[config.mk]
export PLATFORM = sky130hd
export DESIGN_NAME = post_processor_unit
export DESIGN_NICKNAME = d
export VERILOG_FILES = /design/src/rtl/post_processor_unit.sv
export SDC_FILE = /design/constraint.sdc
export NUM_CORES = 1
export LEC_CHECK = 0
export ABC_CLOCK_PERIOD_IN_PS = 1800
export BUFFER_PORTS_ARGS = -buffer_cell sky130_fd_sc_hd__buf_2
export CAP_MARGIN = 20
export CELL_PAD_IN_SITES_DETAIL_PLACEMENT = 1
export CELL_PAD_IN_SITES_GLOBAL_PLACEMENT = 1
export CORE_UTILIZATION = 49
export CTS_BUF_LIST = sky130_fd_sc_hd__clkbuf_4 sky130_fd_sc_hd__clkbuf_8
export CTS_CLUSTER_DIAMETER = 60
export DETAILED_ROUTE_END_ITERATION = 6
export PLACE_DENSITY = 0.95
export SYNTH_ARGS = -nofsm -noshare
export SYNTH_HDL_FRONTEND = slang
export SYNTH_SLANG_ARGS = --single-unit
[constraint.sdc]
create_clock -name clk -period 1.8 [get_ports clk]
set_input_delay 0.09 -clock clk [delete_from_list [all_inputs] [get_ports clk]]
set_output_delay 0.09 -clock clk [all_outputs]
set_load 0.02 [all_outputs]
[src/rtl/post_processor_unit.sv]
// Final stage of the special-function pipeline: packs a Q4.46 approximation into IEEE FP32/FP16,
// or cleans up skip-path operands (RELU/RELU6/NaN). One register stage, no backpressure.
module post_processor_unit (
  input  logic        clk,
  input  logic        rst_n,
  input  logic        in_valid,
  input  logic        precision,
  input  logic [3:0]  opcode,
  input  logic        sign,
  input  logic [7:0]  exponent,
  input  logic [49:0] approximate_result,
  input  logic        skip,
  input  logic [31:0] single_x,
  output logic        out_valid,
  output logic [31:0] single_y
);

  localparam logic [3:0]  OP_RELU   = 4'h9;
  localparam logic [3:0]  OP_RELU6  = 4'hA;
  localparam logic [31:0] SIX_F32   = 32'h40C0_0000;
  localparam logic [15:0] SIX_F16   = 16'h4600;
  localparam logic [31:0] QNAN_F32  = 32'h7FC0_0000;
  localparam logic [15:0] QNAN_F16  = 16'h7E00;

  logic [31:0] skip_y;
  logic        x_neg;
  logic        x_nan;
  logic        x_gt6;

  always_comb begin
    if (precision) begin
      x_neg = single_x[15];
      x_nan = (single_x[14:10] == 5'h1F) && (single_x[9:0] != 10'd0);
      x_gt6 = !single_x[15] && (single_x[14:0] > SIX_F16[14:0]);
    end else begin
      x_neg = single_x[31];
      x_nan = (single_x[30:23] == 8'hFF) && (single_x[22:0] != 23'd0);
      x_gt6 = !single_x[31] && (single_x[30:0] > SIX_F32[30:0]);
    end

    skip_y = precision ? {16'h0000, single_x[15:0]} : single_x;
    if (x_nan)
      skip_y = precision ? {16'h0000, QNAN_F16} : QNAN_F32;
    else if ((opcode == OP_RELU || opcode == OP_RELU6) && x_neg)
      skip_y = 32'h0000_0000;
    else if (opcode == OP_RELU6 && x_gt6)
      skip_y = precision ? {16'h0000, SIX_F16} : SIX_F32;
  end

  logic               res_sign;
  logic [49:0]        mag;
  logic [5:0]         lead;
  logic [49:0]        norm;
  logic signed [10:0] exp_e;
  logic [22:0]        mant32;
  logic [9:0]         mant16;
  logic               rnd32;
  logic               rnd16;
  logic [23:0]        sum32;
  logic [10:0]        sum16;
  logic signed [10:0] e32;
  logic signed [10:0] e16;
  logic [31:0]        norm_y;

  always_comb begin
    res_sign = sign ^ approximate_result[49];
    // Unsigned negate also yields 2^49 correctly for the most-negative input.
    mag = approximate_result[49] ? (~approximate_result + 50'd1) : approximate_result;

    lead = 6'd0;
    for (int i = 0; i < 50; i++)
      if (mag[i]) lead = i[5:0];

    norm  = mag << (6'd49 - lead);
    exp_e = $signed({3'b000, exponent}) + $signed({5'b00000, lead}) - 11'sd46;

    mant32 = norm[48:26];
    rnd32  = norm[25] && ((|norm[24:0]) || norm[26]);
    sum32  = {1'b0, mant32} + {23'd0, rnd32};
    e32    = exp_e + $signed({10'd0, sum32[23]});

    mant16 = norm[48:39];
    rnd16  = norm[38] && ((|norm[37:0]) || norm[39]);
    sum16  = {1'b0, mant16} + {10'd0, rnd16};
    e16    = exp_e - 11'sd112 + $signed({10'd0, sum16[10]});

    if (precision) begin
      if (mag == 50'd0 || e16 <= 11'sd0)
        norm_y = {16'h0000, res_sign, 15'h0000};
      else if (e16 >= 11'sd31)
        norm_y = {16'h0000, res_sign, 5'h1F, 10'h000};
      else
        norm_y = {16'h0000, res_sign, e16[4:0], sum16[9:0]};
    end else begin
      if (mag == 50'd0 || e32 <= 11'sd0)
        norm_y = {res_sign, 31'h0000_0000};
      else if (e32 >= 11'sd255)
        norm_y = {res_sign, 8'hFF, 23'h00_0000};
      else
        norm_y = {res_sign, e32[7:0], sum32[22:0]};
    end
  end

  always_ff @(posedge clk or negedge rst_n) begin
    if (!rst_n) begin
      out_valid <= 1'b0;
      single_y  <= 32'h0000_0000;
    end else begin
      out_valid <= in_valid;
      if (in_valid)
        single_y <= skip ? skip_y : norm_y;
    end
  end

endmodule

==> out/qor.yml, run 1 <==
run_status:
  status: "did not finish"
  stop_stage: "3_5_place_dp"
  firstError: "[ERROR DPL-0033] detailed placement checks failed during check placement."
synthesis:
  synth_area_um2: 12000
  synth_top_area_cell: "dfrtp_1"
  synth_edf_count: 0
  synth_cells: 1732
  post_synth_num_cell_types: 114
  synth.area.top_cells: "dfrtp_1 6.9%, xnor2_1 4.7%, nor2_1 4.3%"
  ys.warnings.count: 0
  ys_seq_elements: 33
  yosysTopAreaCellShare_pct: 6.882
  async_flop_share_pct: 100.0
  syn_nets: 1856
  syn_avg_cell_area_um2: 6.928
  synth-main-ff-cell: "dfrtp_1"
  yosysSeqAreaShare_pct: 6.882
placed_design:
  place_congestion: 1.267
  io_buffers: 132
  hpwl_mm: 93.29
die:
  io_pins: 133
  start_util_pct: 50.52
  die_x_um: 158.5
  fp-row-count: 56
  die_y_um: 158.5
## logic make-up after synthesis
family	synth area share (%)
AOI/OAI and AO/OA	36.38
xor gates and xnor gates	7.873
adders and majority gates	2.565
buffers and inverters	7.206
DFF	6.882
muxes	8.133
and+or+nand+nor	30.96
## Yosys cell counts, types with 41 or more instances
master / count
a21oi_1: 90
buf_2: 41
nand3_1: 89
nor3_1: 86
nor4_1: 49
nand2_1: 124
xnor2_1: 65
o21ai_0: 100
nor2_1: 137
mux2i_1: 48
clkbuf_1: 87
a31oi_1: 44
xor2_1: 41
## through the flow
stage / hold WS [ps] / setup slack [ps] / setup TNS, ps
after floorplan: -205.6 / -6524 / -199040
after global placement: 185.3 / -6346 / -192820
==> inputs of run 2 (changes only) <==
Settings changed: CELL_PAD_IN_SITES_DETAIL_PLACEMENT 1 to unset, CELL_PAD_IN_SITES_GLOBAL_PLACEMENT 1 to unset, CORE_UTILIZATION 49 to 39, CTS_BUF_LIST sky130_fd_sc_hd__clkbuf_4 sky130_fd_sc_hd__clkbuf_8 to unset, CTS_CLUSTER_DIAMETER 60 to unset, PLACE_DENSITY 0.95 to unset, PLACE_DENSITY_LB_ADDON set to 0.15.
==> run 2 against run 1 <==
Compared with the run above: the flow now finishes, with violations (negative setup slack); synthesized cell count did not move; synthesized area did not move.
==> out/qor.yml, run 2 <==
synthesis:
  syn_avg_cell_area_um2: 6.928
  synthTopCellsByCount: "137 x nor2_1, 124 x nand2_1, 100 x o21ai_0, 90 x a21oi_1, 89 x nand3_1"
  syn_nets: 1856
  post_synth_num_cell_types: 114
  yosysMostFrequentCell: "nor2_1"
  async_flop_share_pct: 100.0
  synth.area.top_cells: "dfrtp_1 6.9%, xnor2_1 4.7%, nor2_1 4.3%"
  yosysTopAreaCellShare_pct: 6.882
  ys_seq_elements: 33
  synth_cells: 1732
  synth_area_um2: 12000
  ys.warnings.count: 0
  synth_edf_count: 0
  yosysSeqAreaShare_pct: 6.882
  synth-main-ff-cell: "dfrtp_1"
  synth_top_area_cell: "dfrtp_1"
placed_design:
  placed_cell_area_um2: 18600
  place_congestion: 1.066
  hpwl_mm: 53.06
  place_ws_ps: -7109
  io_buffers: 132
power:
  pwr-share-comb_pct: 85.1
  pwr-share-seq_pct: 7.0
  powerDensity_nw_per_um2: 645.9
  p_switching_w: 0.006413
  p_clk_share_pct: 7.9
  vdd_drop_max_uv: 419.7
  leakage_nw: 8.642
  intPower_w: 0.006651
  power_w: 0.01306
  swShare_pct: 49.09
cells_and_area:
  design_area_um2: 20230
  nets: 2681
  regMostFlops: "single_y"
  largest_reg_flops: 32
  reg_top3: "single_y: 32 flops, out_valid: 1 flops"
  seqCellArea_um2: 825.8
  layout_commonest_cell: "buf_4"
  areaGrowthSynthToFinish_pct: 68.56
  most-common-layout-cells: "798 x buf_4, 129 x nor2_1, 128 x buf_2"
  antennaDiodeCount: 0
  multi_input_area_um2: 11310
  drive_above_1_share_pct: 47.42
  fill_cells: 2621
cts:
  clkTransAtPathRegs_ps: 60
  cts_root_buf: "clkbuf_16"
  cts_buffers: 5
  htreeDepth: 2
  clockBufferDepth: 2
  clk_latency_ps: 290
  cts_sinks: 33
  cts_tree: "yes"
worst_hold_path:
  min_path_type: "in -> reg"
  worstHoldPathCells: 4
  min_to: "single_y[0]$_DFFE_PN0P_"
  hp-start: "single_x[0]"
timing:
  worst_pin_slew_ps: 804.1
  setup_slack_ps: -6124
  fmax_mhz: 126.2
  period_share_pct: 440.2
  fin_crit_ps: 7924
  slew-limit-headroom_pct: 46.39
  finalSetupViolations: 31
  drv_slew: 0
  rsz0062_at_grt: "true"
  hold_violations: 0
  finalSetupTns_ps: -187420
  skew_ps: 0
routing:
  finalWirelength_mm: 65.68
  drt_iter0_markers: 1909
  firstDrtPassIters: 7
  wire_per_inst_um: 22.28
  ant_nets: 0
  vias_per_cell: 6.335
  drc: 0
  vias: 18680
critical_path:
  cp_max_fo: 8
  r2r_setup_slack_ps: 970
  critPathLaunchType: "input port"
  worstReg2RegEnd: "single_y[22]$_DFFE_PN0P_"
  crit_slowest_cell: "mux4_2"
  required_ps: 2020
  worstSetupPathType: "in -> reg"
  ff2ff_path_depth: 2
  rr_startpoint: "single_y[22]$_DFFE_PN0P_"
  endpoint_kind: "flip-flop"
  path_common_cell: "buf_4"
  cp.arrival_ps: 8140
  max_stage_delay_ps: 600
die:
  io_pins: 133
  start_util_pct: 40.06
  core-area_um2: 29950
  fp-row-count: 63
  die_area_um2: 31470
  die_x_um: 177.4
  die_y_um: 177.4
run:
  cap_violations: 0
grt:
  grt_max_degree: 59
  grt_pass1_wl_mm: 99.68
  grt_usage_pct: 40.42
  antenna_found_initial: 1
  grt_overflow: 0
  grt_pass1_vias: 17580
run_status:
  violations: "negative setup slack"
  status: "finished, violations left"
[run 2: cell counts after synthesis]
Identical to the previous run, type by type.
[run 2: cell type report]
cell class | instances | share of cell area [%]
Inverter | 42 | 0.8413
Tap cell | 390 | 2.413
Sequential cell | 33 | 4.083
Clock inverter | 1 | 0.1485
Timing Repair Buffer | 969 | 35.88
Multi-Input combinational cell | 1506 | 55.93
Clock buffer | 7 | 0.7052
[run 2: kinds of logic after synthesis]
group | count (synthesis) | synth area share (%)
fa+ha+maj | 24 | 2.565
simple gates | 694 | 30.96
compound gates | 603 | 36.38
flops | 33 | 6.882
mux | 78 | 8.133
buf+inv | 193 | 7.206
xor+xnor | 107 | 7.873
[run 2: power by group through the flow]
stage               clock (W)  combinational, W  sequential, W
detailed placement          0            0.0101       0.000921
floorplan                   0           0.00480        0.00105
global placement            0            0.0100       0.000921
global route          0.00107            0.0117       0.000926
CTS                   0.00103            0.0106       0.000910
finish                0.00104            0.0111       0.000912
[run 2: timing repair]
item                       CTS  global route
buffers inserted            31            32
hold buffers                 1             0
pin swaps                   59            63
gates cloned                 0             1
hold endpoints to repair    33             0
setup endpoints to repair   31            31
gates resized for setup    112           100
[run 2: critical path: cells and delay by family]
family | cells | cell delay, ps
buffers and inverters | 9 | 1510
and+or+nand+nor | 19 | 4060
adders and majority gates | 1 | 120
muxes | 1 | 600
AOI/OAI and AO/OA | 9 | 1740
[run 2: through the flow]
step	instances	hold slack (ps)	util, %
floorplan	1732	-205.6	-
global route	2948	181.5	67.52
global placement	2879	207.0	62.08
finish	2948	148.7	67.52
CTS	2916	154.9	65.13
detailed placement	2879	215.4	62.08
[run 2: worst max-delay path by stage]
stage,startpoint,cells after the start,to
after floorplan,approximate_result[0],44,single_y[7]$_DFFE_PN0P_
after global placement,approximate_result[9],41,single_y[8]$_DFFE_PN0P_
after detailed placement,approximate_result[5],39,single_y[8]$_DFFE_PN0P_
after CTS,approximate_result[0],41,single_y[13]$_DFFE_PN0P_
after global routing,approximate_result[15],43,single_y[4]$_DFFE_PN0P_
final,approximate_result[3],39,single_y[4]$_DFFE_PN0P_
[run 2: routing by layer]
layer / part of all wire, % / vias to the layer above / global-route usage (%) / wire [um]
li1: - / 8496 / - / -
met1: 40 / 8849 / 51.12 / 26080
met2: 46 / 1087 / 67.50 / 30470
met3: 7.9 / 245 / 4.841 / 5158
met4: 6.0 / 0 / 20.05 / 3971
met5: 0 / - / 0 / 0
No activity file was read; power rests on OpenSTA's default activity.
==> inputs of run 3 (changes only) <==
Settings changed: CORE_UTILIZATION 39 to 35, RECOVER_POWER set to 50.
==> run 3 against run 2 <==
Compared with the run above: utilization is 7.4 points lower; the flow still finishes with violations (negative setup slack); first-iteration DRC count decreased by 11%; critical path type unchanged; global-route usage fell by 4.3 points; clock skew stayed put; via count shrank 3.3%; design area hardly changed; worst setup slack gained 110 ps; largest power group unchanged; combinational power about the same; sequential cell count unchanged; clock power down 19%; critical endpoint is now single_y[6]$_DFFE_PN0P_.
==> out/qor.yml, run 3 (synthesized netlist as in run 2, its figures left out) <==
routing:
  finalWirelength_mm: 65.32
  drc: 0
  drt_iter0_markers: 1698
  wire_per_inst_um: 21.65
  vias_per_cell: 5.985
  vias: 18060
  firstDrtPassIters: 6
  ant_nets: 0
timing:
  slew-limit-headroom_pct: 38.25
  fmax_mhz: 128.0
  drv_slew: 0
  finalSetupTns_ps: -182110
  period_share_pct: 433.9
  rsz0062_at_grt: "true"
  skew_ps: 0
  setup_slack_ps: -6011
  fin_crit_ps: 7811
  whs_ps: 159.5
  hold_violations: 0
  worst_pin_slew_ps: 916.6
  finalSetupViolations: 31
cts:
  clkTransAtPathRegs_ps: 60
  cts_root_buf: "clkbuf_16"
  cts_buffers: 5
  clockBufferDepth: 2
  clk_latency_ps: 280
  cts_tree: "yes"
  htreeDepth: 2
  cts_sinks: 33
critical_path:
  max_stage_delay_ps: 570
  cp_max_fo: 7
  worstReg2RegEnd: "single_y[22]$_DFFE_PN0P_"
  critPathLaunchType: "input port"
  rr_startpoint: "single_y[22]$_DFFE_PN0P_"
  r2r_setup_slack_ps: 940
  endpoint_kind: "flip-flop"
  ff2ff_path_depth: 2
  crit_end: "single_y[6]$_DFFE_PN0P_"
  worstSetupPathType: "in -> reg"
  crit_slowest_cell: "or4_4"
  startpoint: "approximate_result[5]"
  required_ps: 1960
  cp.arrival_ps: 7970
run_status:
  violations: "negative setup slack"
  status: "finished, violations left"
die:
  start_util_pct: 35.69
  die_area_um2: 35030
  fp-row-count: 67
  die_y_um: 187.2
  core-area_um2: 33620
  io_pins: 133
  die_x_um: 187.2
grt:
  grt_usage_pct: 36.09
  antenna_found_initial: 0
  grt_max_degree: 54
  grt_pass1_vias: 17710
  grt_pass1_wl_mm: 101.4
  grt_overflow: 0
cells_and_area:
  drive_above_1_share_pct: 45.66
  nets: 2692
  antennaDiodeCount: 0
  reg_top3: "single_y: 32 flops, out_valid: 1 flops"
  seqCellArea_um2: 825.8
  regMostFlops: "single_y"
  areaGrowthSynthToFinish_pct: 68.50
  multi_input_area_um2: 11150
  largest_reg_flops: 32
  most-common-layout-cells: "799 x buf_4, 130 x nor2_1, 121 x nand2_1"
  layout_commonest_cell: "buf_4"
  fill_cells: 3210
run:
  cap_violations: 0
power:
  vdd_drop_max_uv: 384.2
  power_w: 0.01283
  powerDensity_nw_per_um2: 634.5
  leakage_nw: 8.557
placed_design:
  io_buffers: 132
  hpwl_mm: 53.98
  place_congestion: 1.006
worst_hold_path:
  hp-start: "single_x[19]"
  min_path_type: "in -> reg"
==> run 3: cell count changes in the layout (fill, tap and decap cells not counted), sizes merged <==
cell      previous run  this run
nor2               139       140
bufinv               1         0
clkinv               2         4
clkbuf               7        39
buf                968       944
clkinvlp             0         1
==> run 3: per-stage QoR <==
stage	setup slack [ps]	util, %	cell area, um^2	std cells
global placement	-6551	56.01	18830	2955
CTS	-5881	58.89	19800	2997
detailed placement	-6766	56.01	18830	2955
floorplan	-6524	-	12250	1732
finish	-6011	60.14	20220	3017
global route	-6371	60.14	20220	3017
==> run 3: final cells by class <==
type	count	area share [%]
Tap cell	448	2.772
Clock buffer	5	0.6189
Multi-Input combinational cell	1507	55.17
Timing Repair Buffer	979	36.45
Inverter	42	0.8169
Clock inverter	3	0.08664
Sequential cell	33	4.084
==> run 3: routing by layer <==
metal  vias to the layer above  GRT usage (%)  part of all wire [%]
met4                         0          13.27                   4.3
met5                         -              0                     0
met3                       162          3.021                   5.6
li1                       8512              -                     -
met1                      8610          46.25                    42
met2                       773          62.73                    48
==> run 3: timing repair <==
item                       in CTS  in global routing
cloned                          1                  2
setup buffers                  33                 18
hold buffers                    1                  0
hold endpoints to repair       33                  0
setup endpoints to repair      31                 31
pin swaps                      48                 31
gates resized for setup       110                 55
==> run 3: worst min-delay path by stage <==
stage                     slack, ps                       end  cells after the start
after floorplan                -210       out_valid$_DFF_PN0_                      0
after global placement          220  single_y[19]$_DFFE_PN0P_                      1
after detailed placement        220  single_y[21]$_DFFE_PN0P_                      1
after CTS                       160  single_y[19]$_DFFE_PN0P_                      4
after global routing            180  single_y[19]$_DFFE_PN0P_                      4
final                           160  single_y[19]$_DFFE_PN0P_                      4
==> run 3: where the power goes <==
part / switching, W / internal (W)
logic: 0.00591 / 0.00516
registers: 0.0000725 / 0.000850
clock network: 0.000334 / 0.000507
total: 0.00631 / 0.00651
==> run 3: worst max-delay path, delay by kind of cell <==
| kind | cells | cell delay [ps] |
|---|---|---|
| xor gates and xnor gates | 1 | 230 |
| muxes | 1 | 270 |
| AOI/OAI and AO/OA | 14 | 3120 |
| adders and majority gates | 3 | 550 |
| buffers and inverters | 11 | 1620 |
| and+or+nand+nor | 11 | 2040 |
